$ cat src/rtl/add_pkg.sv
// Shared constants and helpers for the pipelined adder tree.
package add_pkg;

  localparam int OUT_MEAN = 0;
  localparam int OUT_SAT  = 1;
  localparam int OUT_FULL = 2;

  function automatic int clog2(input int n);
    int r;
    r = 0;
    for (int i = 0; i < 31; i++) begin
      if ((1 << i) < n) r = i + 1;
    end
    return r;
  endfunction

  // Clamp bounds for a w-bit result, returned as raw 64-bit two's complement.
  function automatic logic [63:0] sat_max(input int w, input bit sgn);
    return sgn ? (64'd1 << (w - 1)) - 64'd1 : (64'd1 << w) - 64'd1;
  endfunction

  function automatic logic [63:0] sat_min(input int w, input bit sgn);
    return sgn ? ~((64'd1 << (w - 1)) - 64'd1) : 64'd0;
  endfunction

endpackage

$ cat src/rtl/add_tree_level.sv
// One registered level of the adder tree: N_IN operands reduced pairwise to
// N_IN/2 sums, each one bit wider than its inputs.
module add_tree_level #(
  parameter int IN_W      = 12,
  parameter int N_IN      = 2,
  parameter int IS_SIGNED = 0
) (
  input  logic                           clk_i,
  input  logic                           rst_ni,
  input  logic                           en_i,
  input  logic [N_IN*IN_W-1:0]           data_i,
  output logic [(N_IN/2)*(IN_W+1)-1:0]   data_o
);

  localparam int N_OUT = N_IN / 2;
  localparam int OW    = IN_W + 1;

  logic [N_OUT-1:0][OW-1:0] sum_d, sum_q;

  for (genvar p = 0; p < N_OUT; p++) begin : g_pair
    logic [IN_W-1:0] a, b;
    assign a = data_i[(2*p)*IN_W +: IN_W];
    assign b = data_i[(2*p+1)*IN_W +: IN_W];
    assign sum_d[p] = {(IS_SIGNED != 0) & a[IN_W-1], a}
                    + {(IS_SIGNED != 0) & b[IN_W-1], b};
  end

  always_ff @(posedge clk_i or negedge rst_ni) begin
    if (!rst_ni)   sum_q <= '0;
    else if (en_i) sum_q <= sum_d;
  end

  assign data_o = sum_q;

endmodule

$ cat src/rtl/add_tree_block.sv
// Pipelined NUM_CH-input adder tree with mean / saturate / full output modes
// and a single global advance for valid/ready flow control.
module add_tree_block
  import add_pkg::*;
#(
  parameter int DATA_W    = 12,
  parameter int NUM_CH    = 2,
  parameter int IS_SIGNED = 0,
  parameter int OUT_MODE  = 0,
  parameter int ROUND     = 0,
  localparam int L        = clog2(NUM_CH)
) (
  input  logic                     ip_clock,
  input  logic                     ip_reset,
  input  logic [NUM_CH*DATA_W-1:0] ip_data,
  input  logic                     ip_valid,
  output logic                     ip_ready,
  output logic [DATA_W-1:0]        op_data,
  output logic [DATA_W+L-1:0]      op_sum,
  output logic                     op_valid,
  input  logic                     op_ready,
  output logic                     op_ovf,
  input  logic                     ip_clr_ovf,
  output logic                     op_ovf_sticky
);

  localparam int SW = DATA_W + L;
  localparam logic [DATA_W-1:0] MAXV    = DATA_W'(sat_max(DATA_W, IS_SIGNED != 0));
  localparam logic [DATA_W-1:0] MINV    = DATA_W'(sat_min(DATA_W, IS_SIGNED != 0));
  localparam logic [SW:0]       RND_ADD = (ROUND != 0) ? ((SW+1)'(1) << (L - 1)) : '0;

  if (NUM_CH < 2 || NUM_CH > 16 || (NUM_CH & (NUM_CH - 1)) != 0) begin : g_bad_ch
    $error("add_tree_block: NUM_CH must be a power of two in 2..16");
  end
  if (OUT_MODE < OUT_MEAN || OUT_MODE > OUT_FULL) begin : g_bad_mode
    $error("add_tree_block: OUT_MODE must be 0..2");
  end

  logic         advance;
  logic [L-1:0] vld_pipe_q;
  logic         sticky_q, sticky_d;

  assign op_valid = vld_pipe_q[L-1];
  assign advance  = op_ready | ~op_valid;
  assign ip_ready = advance;

  always_ff @(posedge ip_clock or negedge ip_reset) begin
    if (!ip_reset)    vld_pipe_q <= '0;
    else if (advance) vld_pipe_q <= L'({vld_pipe_q, ip_valid});
  end

  for (genvar i = 0; i < L; i++) begin : g_lvl
    localparam int IW = DATA_W + i;
    localparam int NI = NUM_CH >> i;
    logic [NI*IW-1:0]         lvl_in;
    logic [(NI/2)*(IW+1)-1:0] lvl_q;
    if (i == 0) begin : g_first
      assign lvl_in = ip_data;
    end else begin : g_next
      assign lvl_in = g_lvl[i-1].lvl_q;
    end
    add_tree_level #(.IN_W(IW), .N_IN(NI), .IS_SIGNED(IS_SIGNED)) u_lvl (
      .clk_i  (ip_clock),
      .rst_ni (ip_reset),
      .en_i   (advance),
      .data_i (lvl_in),
      .data_o (lvl_q)
    );
  end

  logic [SW-1:0] sum;
  logic [SW:0]   rnd_sum;
  logic          sat_hi, sat_lo;
  logic          rnd_unused;

  assign sum = g_lvl[L-1].lvl_q;
  // Guard bit keeps the rounding add exact; the slice below is the (arithmetic) shift.
  assign rnd_sum    = {(IS_SIGNED != 0) & sum[SW-1], sum} + RND_ADD;
  assign rnd_unused = ^{rnd_sum[SW], rnd_sum[L-1:0]};

  always_comb begin
    if (IS_SIGNED != 0) begin
      sat_hi = !sum[SW-1] && (sum[SW-1:DATA_W-1] != '0);
      sat_lo =  sum[SW-1] && (sum[SW-1:DATA_W-1] != '1);
    end else begin
      sat_hi = (sum[SW-1:DATA_W] != '0);
      sat_lo = 1'b0;
    end
  end

  always_comb begin
    op_sum  = sum;
    op_ovf  = 1'b0;
    op_data = sum[DATA_W-1:0];
    case (OUT_MODE)
      OUT_MEAN: op_data = rnd_sum[L +: DATA_W];
      OUT_SAT: begin
        op_ovf  = sat_hi | sat_lo;
        op_data = sat_hi ? MAXV : (sat_lo ? MINV : sum[DATA_W-1:0]);
      end
      default: ;
    endcase
  end

  // A saturating transfer beats a simultaneous clear.
  assign sticky_d = (op_valid & op_ready & op_ovf) | (sticky_q & ~ip_clr_ovf);

  always_ff @(posedge ip_clock or negedge ip_reset) begin
    if (!ip_reset) sticky_q <= 1'b0;
    else           sticky_q <= sticky_d;
  end

  assign op_ovf_sticky = sticky_q;

endmodule
$ cat config.mk
export PLATFORM = sky130hd
export DESIGN_NAME = add_tree_block
export DESIGN_NICKNAME = d
export VERILOG_FILES = /design/src/rtl/add_pkg.sv /design/src/rtl/add_tree_level.sv /design/src/rtl/add_tree_block.sv
export SDC_FILE = /design/constraint.sdc
export NUM_CORES = 1
export LEC_CHECK = 0
export CAP_MARGIN = 25
export CORE_ASPECT_RATIO = 0.7
export CORE_MARGIN = 5
export CORE_UTILIZATION = 40
export CTS_CLUSTER_DIAMETER = 60
export CTS_CLUSTER_SIZE = 14
export DETAILED_ROUTE_END_ITERATION = 8
export PLACE_DENSITY = 0.89
export SETUP_SLACK_MARGIN = 0.3
export SKIP_LAST_GASP = 1
export SYNTH_ARGS = -nofsm -noshare
export SYNTH_HDL_FRONTEND = slang
export SYNTH_SLANG_ARGS = --single-unit
export TNS_END_PERCENT = 10
$ cat constraint.sdc
create_clock -name ip_clock -period 3.26 [get_ports ip_clock]
set_clock_uncertainty 0.05 [all_clocks]
set_input_delay 0.489 -clock ip_clock [delete_from_list [all_inputs] [get_ports ip_clock]]
set_output_delay 0.489 -clock ip_clock [all_outputs]
set_load 0.01 [all_outputs]
==> results_dict.tcl, run 1 <==
set metrics [dict create \
    status "finished clean" \
    clockBufferDepth 2 \
    comb_power_share_pct 46.6 \
    rows 16 \
    synth_top_family_by_area "compound AO/OA/AOI/OAI gates" \
    grtUsageTotal_pct 15.2 \
    clock_latency_ns 0.25 \
    n_antenna_cell 0 \
    finalSetupTns_ns 0 \
    ir_drop_v 0.000165 \
    die_w_um 76.3 \
    synthFlopType "dfrtp_1" \
    start_util_pct 43.0 \
    num_vias 1207 \
    cts_tree "yes" \
    ys_warn_count 0 \
    grt_pass1_vias 1182 \
    relSlewSlack_pct 51.8 \
    n_fill_cell 240 \
    synth_xor_area_share_pct 2.85 \
    timing.final.crit_share_pct 79.0 \
    cts.reportedPaths.clkPinSlew_ns 0.06 \
    drv_slew 0 \
    yosys.area.top_type "dfrtp_1" \
    cts_hold_buf 0 \
    syn-instance-count 142 \
    synth_simple_gate_area_share_pct 18.5 \
    clock-sinks 15 \
    core-area_sq_um 2860 \
    grt-busiest-layer "met2" \
    reg2reg_from "op_valid" \
    globalplace.congestion 0.908 \
    syn_nets 184 \
    first_pass_iters 4 \
    worstSetupPathType "primary input to flip-flop" \
    worstHoldPathType "flip-flop to flip-flop" \
    worstPathArrival_ns 2.65 \
    hold_path_startpoint "g_lvl[0].u_lvl.data_o[0]" \
    switching_share_pct 33.1 \
    ys_top_cells_by_area "dfrtp_1, ha_1, buf_4" \
    cts_setup_buffers 0 \
    grt.met1_usage_pct 19.8 \
    numCtsBuffers 3 \
    antenna_found_initial 0 \
    period_minus_slack_ns 2.57 \
    drt_iter0_drc 72 \
    rsz0062_at_grt "no" \
    wirelength_um 3330 \
    p_switching_w 0.000246 \
    worst_slack_ns 0.685 \
    cts_resized 0 \
    synthAdderAreaFrac_pct 13.8 \
    final_cell_area_sq_um 1780 \
    critPathRequiredTime_ns 3.33 \
    max_freq_mhz 388 \
    yosysSeqAreaShare_pct 30.5 \
    synth_cell_types 36 \
    dp.final_hpwl_um 2740 \
    worstHoldEndpoint "g_lvl[0].u_lvl.data_o[0]" \
    hold_depth 2 \
    drive_above_1_share_pct 4.30 \
    grt_util_met2_pct 25.7 \
    p_seq_share_pct 32.8 \
    synth.avg_cell_area_sq_um 8.66 \
    path_max_fanout 3 \
    post_drt_wl_per_cell_um 15.0 \
    setup_viol 0 \
    pre_cts_ws_ns 0.452 \
    grt_pass1_wl_um 5510 \
    fin_nets 229 \
    async_flop_share_pct 100 \
    area_growth_syn_to_layout_pct 44.6 \
    worst_pin_slew_ns 0.721 \
    die-area_sq_um 4300 \
    power_frac_clock_pct 20.7 \
    placed_cell_area_sq_um 1730 \
    port-buffer-count 56 \
    viasPerCell 5.44 \
    netlist_area_sq_um 1230 \
    reg2reg_depth 4 \
    io_pins 58 \
    rrSetupSlack_ns 1.84 \
    root_buffer "clkbuf_8" \
    synth_compound_area_share_pct 21.9 \
    htree_levels 1 \
    internal_power_w 0.000499 \
    r2r_end "g_lvl[0].u_lvl.data_o[9]" \
    timing.hold.ws_ns 0.428 \
    power_leakage_nw 0.747 \
    synth-edff-count 0 \
    synthMuxAreaShare_pct 1.63 \
    grt-ovfl-total 0 \
    post-route-drc-count 0 \
    synth_common_cells "dfrtp_1, nand2_1, buf_4, ha_1" \
    power_density_nw_per_um2 419 \
    grt_max_degree 21 \
    critPathLaunchType "primary input" \
    timing.final.hold_violations 0 \
    synth_top_area_share_pct 30.5 \
    grtUsageMet3_pct 2.24 \
    cap_violations 0 \
    final_antenna_net_count 0 \
    die_y_um 56.4 \
    crit_path_end_kind "flip-flop" \
    ys_seq_elements 15 \
    total_power_w 0.000745 \
]
-- placed cells by master (no fill, tap or decap), types with 4 or more instances in the layout --
cell             netlist  final
o21ai_0               10     10
nand2_1               15     15
nand3_1                7      7
ha_1                  12     12
dfrtp_1               15     15
clkdlybuf4s50_1        0     56
a21o_1                 4      4
a21oi_1               10     10
nor2_1                 7      7
o211ai_1               5      5
nand2b_1               4      4
-- power by group through the flow --
stage          clock network, W  registers (W)  logic [W]
3_5_place_dp                  0       0.000249   0.000347
5_1_grt                0.000165       0.000250   0.000374
2_1_floorplan                 0       0.000258   0.000179
4_1_cts                0.000157       0.000245   0.000349
6_report               0.000154       0.000244   0.000347
3_3_place_gp                  0       0.000245   0.000337
-- stage by stage --
| stage | util (%) | std cells |
|---|---|---|
| 3_5_place_dp | 60.5 | 218 |
| 5_1_grt | 62.1 | 222 |
| 3_3_place_gp | 60.5 | 218 |
| 6_report | 62.1 | 222 |
| 4_1_cts | 62.1 | 222 |
| 2_1_floorplan | - | 142 |
-- critical path, cell delays in order --
cell and delay, ns:
clkdlybuf4s50_1 0.40, ha_1 0.24, fa_1 0.42, a21o_1 0.23, a311oi_1 0.42, nor3_1 0.14, o211ai_1 0.20, a31oi_1 0.10
-- metal layers --
layer | vias up | wire length, um
li1 | 585 | -
met1 | 555 | 1480
met2 | 60 | 1540
met3 | 7 | 260
met4 | 0 | 50
met5 | - | 0
-- flip-flops by register name (all words and copies together) (netlist names) --
signal              count
op_valid                1
op_ovf_sticky           1
g_lvl.u_lvl.data_o     13
-- area by class of cell --
class / count / area [sq um] / share of cell area [%]
Clock buffer: 4 / 45.0 / 2.53
Timing Repair Buffer: 58 / 576 / 32.4
Sequential cell: 15 / 375 / 21.1
Multi-Input combinational cell: 106 / 726 / 40.8
Inverter: 3 / 11.3 / 0.633
Tap cell: 36 / 45.0 / 2.53
-- worst max-delay path by stage --
stage | start | end | slack (ns) | cells past startpoint
6_report | ip_data[0] | g_lvl[0].u_lvl.data_o[12] | 0.69 | 8
3_5_place_dp | ip_data[0] | g_lvl[0].u_lvl.data_o[12] | 0.45 | 8
4_1_cts | ip_data[0] | g_lvl[0].u_lvl.data_o[12] | 0.71 | 8
3_3_place_gp | ip_data[0] | g_lvl[0].u_lvl.data_o[12] | 0.52 | 8
5_1_grt | ip_data[0] | g_lvl[0].u_lvl.data_o[12] | 0.55 | 8
2_1_floorplan | ip_data[0] | g_lvl[0].u_lvl.data_o[12] | 1.05 | 7
-- kinds of logic (layout without fill, tap and decap cells) --
family | after synthesis | in the layout
xor+xnor | 4 | 4
simple gates | 46 | 46
compound gates | 40 | 40
fa+ha+maj | 13 | 13
mux | 2 | 2
buf+inv | 21 | 65
other cells | 1 | 1
flops | 15 | 15
(Power assumes the default switching activity.)
==> run 2: changes to the inputs <==
==> constraint.sdc (replaced) <==
create_clock -name ip_clock -period 2.5 [get_ports ip_clock]
set_clock_uncertainty 0.05 [all_clocks]
set_input_delay 0.375 -clock ip_clock [delete_from_list [all_inputs] [get_ports ip_clock]]
set_output_delay 0.375 -clock ip_clock [all_outputs]
set_load 0.01 [all_outputs]
==> run 2 against run 1 <==
First-iteration DRC count increased by 25%. Wire length up 3.1%. Total power up 33%. Cell count increased by 3.2%. Critical path type unchanged. Flip-flop and latch count unchanged.
==> results_dict.tcl, run 2 (synthesis results as in run 1) <==
set metrics [dict create \
    final_antenna_net_count 0 \
    crit_path_end_kind "flip-flop" \
    cpMaxStageDelayCell "clkdlybuf4s50_1" \
    drv_slew 0 \
    crit_start "ip_data[1]" \
    relSlewSlack_pct 53.7 \
    clock_latency_ns 0.25 \
    status "finished clean" \
    setup_viol 0 \
    path_max_fanout 2 \
    mostFrequentLayoutCells "clkdlybuf4s50_1, nand2_1, dfrtp_1, ha_1" \
    clockBufferDepth 2 \
    place_inst 222 \
    mostFrequentLayoutCell "clkdlybuf4s50_1" \
    ir_drop_v 0.000215 \
    p_seq_share_pct 32.2 \
    viasPerCell 5.31 \
    start_util_pct 43.0 \
    power_density_nw_per_um2 537 \
    n_fill_cell 229 \
    largest_register_ffs 13 \
    rows 16 \
    cts_tree "yes" \
    timing.final.hold_violations 0 \
    max_freq_mhz 468 \
    post-route-drc-count 0 \
    cpPeakStageDelay_ns 0.47 \
    die_w_um 76.3 \
    timing.final.crit_share_pct 85.5 \
    cts_hold_buf 0 \
    switching_share_pct 33.0 \
    worst_pin_slew_ns 0.692 \
    port-buffer-count 56 \
    grt-ovfl-total 0 \
    num_vias 1217 \
    rsz0062_at_grt "yes" \
    antenna_found_initial 0 \
    globalplace.congestion 0.927 \
    worstHoldPathType "flip-flop to flip-flop" \
    grt_max_degree 21 \
    final_cell_area_sq_um 1840 \
    n_antenna_cell 0 \
    die-area_sq_um 4300 \
    internal_power_w 0.000662 \
    hold_depth 2 \
    first_pass_iters 4 \
    worstSetupPathType "primary input to flip-flop" \
    rrSetupSlack_ns 0.97 \
    drive_above_1_share_pct 9.33 \
    finalNonFillerCells 229 \
    reg2reg_depth 5 \
    dp.final_hpwl_um 2750 \
    die_y_um 56.4 \
    drt_iter0_drc 90 \
    root_buffer "clkbuf_8" \
    grtUsageTotal_pct 16.2 \
    period_minus_slack_ns 2.14 \
    io_pins 58 \
    p_switching_w 0.000326 \
    r2r_end "g_lvl[0].u_lvl.data_o[10]" \
    htree_levels 1 \
    placed_cell_area_sq_um 1760 \
    worstPathArrival_ns 2.23 \
    cts.reportedPaths.clkPinSlew_ns 0.06 \
    fin_nets 236 \
    power_leakage_nw 0.783 \
    power_frac_clock_pct 20.5 \
    crit_end "g_lvl[0].u_lvl.data_o[8]" \
    worstPathCellList "clkdlybuf4s50_1 > fa_2 > a21o_1 > a311oi_2 > buf_4 > o21bai_1 > mux2i_1 > nand3_1" \
    critPathLaunchType "primary input" \
    post_drt_wl_per_cell_um 15.0 \
    grt_pass1_wl_um 5770 \
    numCtsBuffers 3 \
    clock-sinks 15 \
    finalSetupTns_ns 0 \
    critPathRequiredTime_ns 2.59 \
    timing.hold.ws_ns 0.433 \
    area_growth_syn_to_layout_pct 49.5 \
    worst_slack_ns 0.363 \
    pre_cts_ws_ns -0.188 \
    core-area_sq_um 2860 \
    reg2reg_from "op_valid" \
    grt_pass1_vias 1251 \
    wirelength_um 3430 \
    cap_violations 0 \
    comb_power_share_pct 47.3 \
]
-- run 2: worst max-delay path, delay by kind of cell --
kind                       cells  cell delay [ns]
buffers and inverters          2             0.63
adders and majority gates      1             0.41
muxes                          1             0.16
and+or+nand+nor                1             0.09
AOI/OAI and AO/OA              3             0.55
-- run 2: power groups by stage --
stage	sequential, W	clock [W]	combinational, W
global placement	0.000319	0	0.000448
global route	0.000325	0.000217	0.000503
floorplan	0.000336	0	0.000233
finish	0.000319	0.000202	0.000468
CTS	0.000319	0.000204	0.000470
detailed placement	0.000324	0	0.000459
-- run 2: layer usage --
layer	global-route usage [%]	wire [um]
met1	20.4	1540
met2	27.4	1590
met3	2.88	234
met4	6.73	74
met5	0	0
-- run 2: worst min-delay path by stage --
stage,from,end,slack (ns)
CTS,g_lvl[0].u_lvl.data_o[0],g_lvl[0].u_lvl.data_o[0],0.43
finish,g_lvl[0].u_lvl.data_o[0],g_lvl[0].u_lvl.data_o[0],0.43
global placement,g_lvl[0].u_lvl.data_o[0],g_lvl[0].u_lvl.data_o[0],0.40
global route,g_lvl[0].u_lvl.data_o[0],g_lvl[0].u_lvl.data_o[0],0.47
detailed placement,g_lvl[0].u_lvl.data_o[0],g_lvl[0].u_lvl.data_o[0],0.41
floorplan,ip_reset,g_lvl[0].u_lvl.data_o[0],0.03
-- run 2: final cells by class --
type | count | area (sq um) | area share [%]
clock buffer | 4 | 45.0 | 2.45
inverter | 3 | 11.3 | 0.612
multi-input combinational | 106 | 737 | 40.1
sequential | 15 | 375 | 20.4
tap | 36 | 45.0 | 2.45
timing repair buffer | 65 | 626 | 34.0
-- run 2: what timing repair did --
action / in CTS / in global routing
setup buffers: 3 / 0
pin swaps: 6 / 0
setup endpoints to repair: 4 / 3
resized for setup: 5 / 0
-- run 2: per-stage QoR --
step,power [W],util [%]
after detailed placement,0.000783,61.6
after floorplan,0.000569,-
after CTS,0.000993,64.2
after global placement,0.000766,61.6
after global routing,0.00104,64.2
final,0.000988,64.2
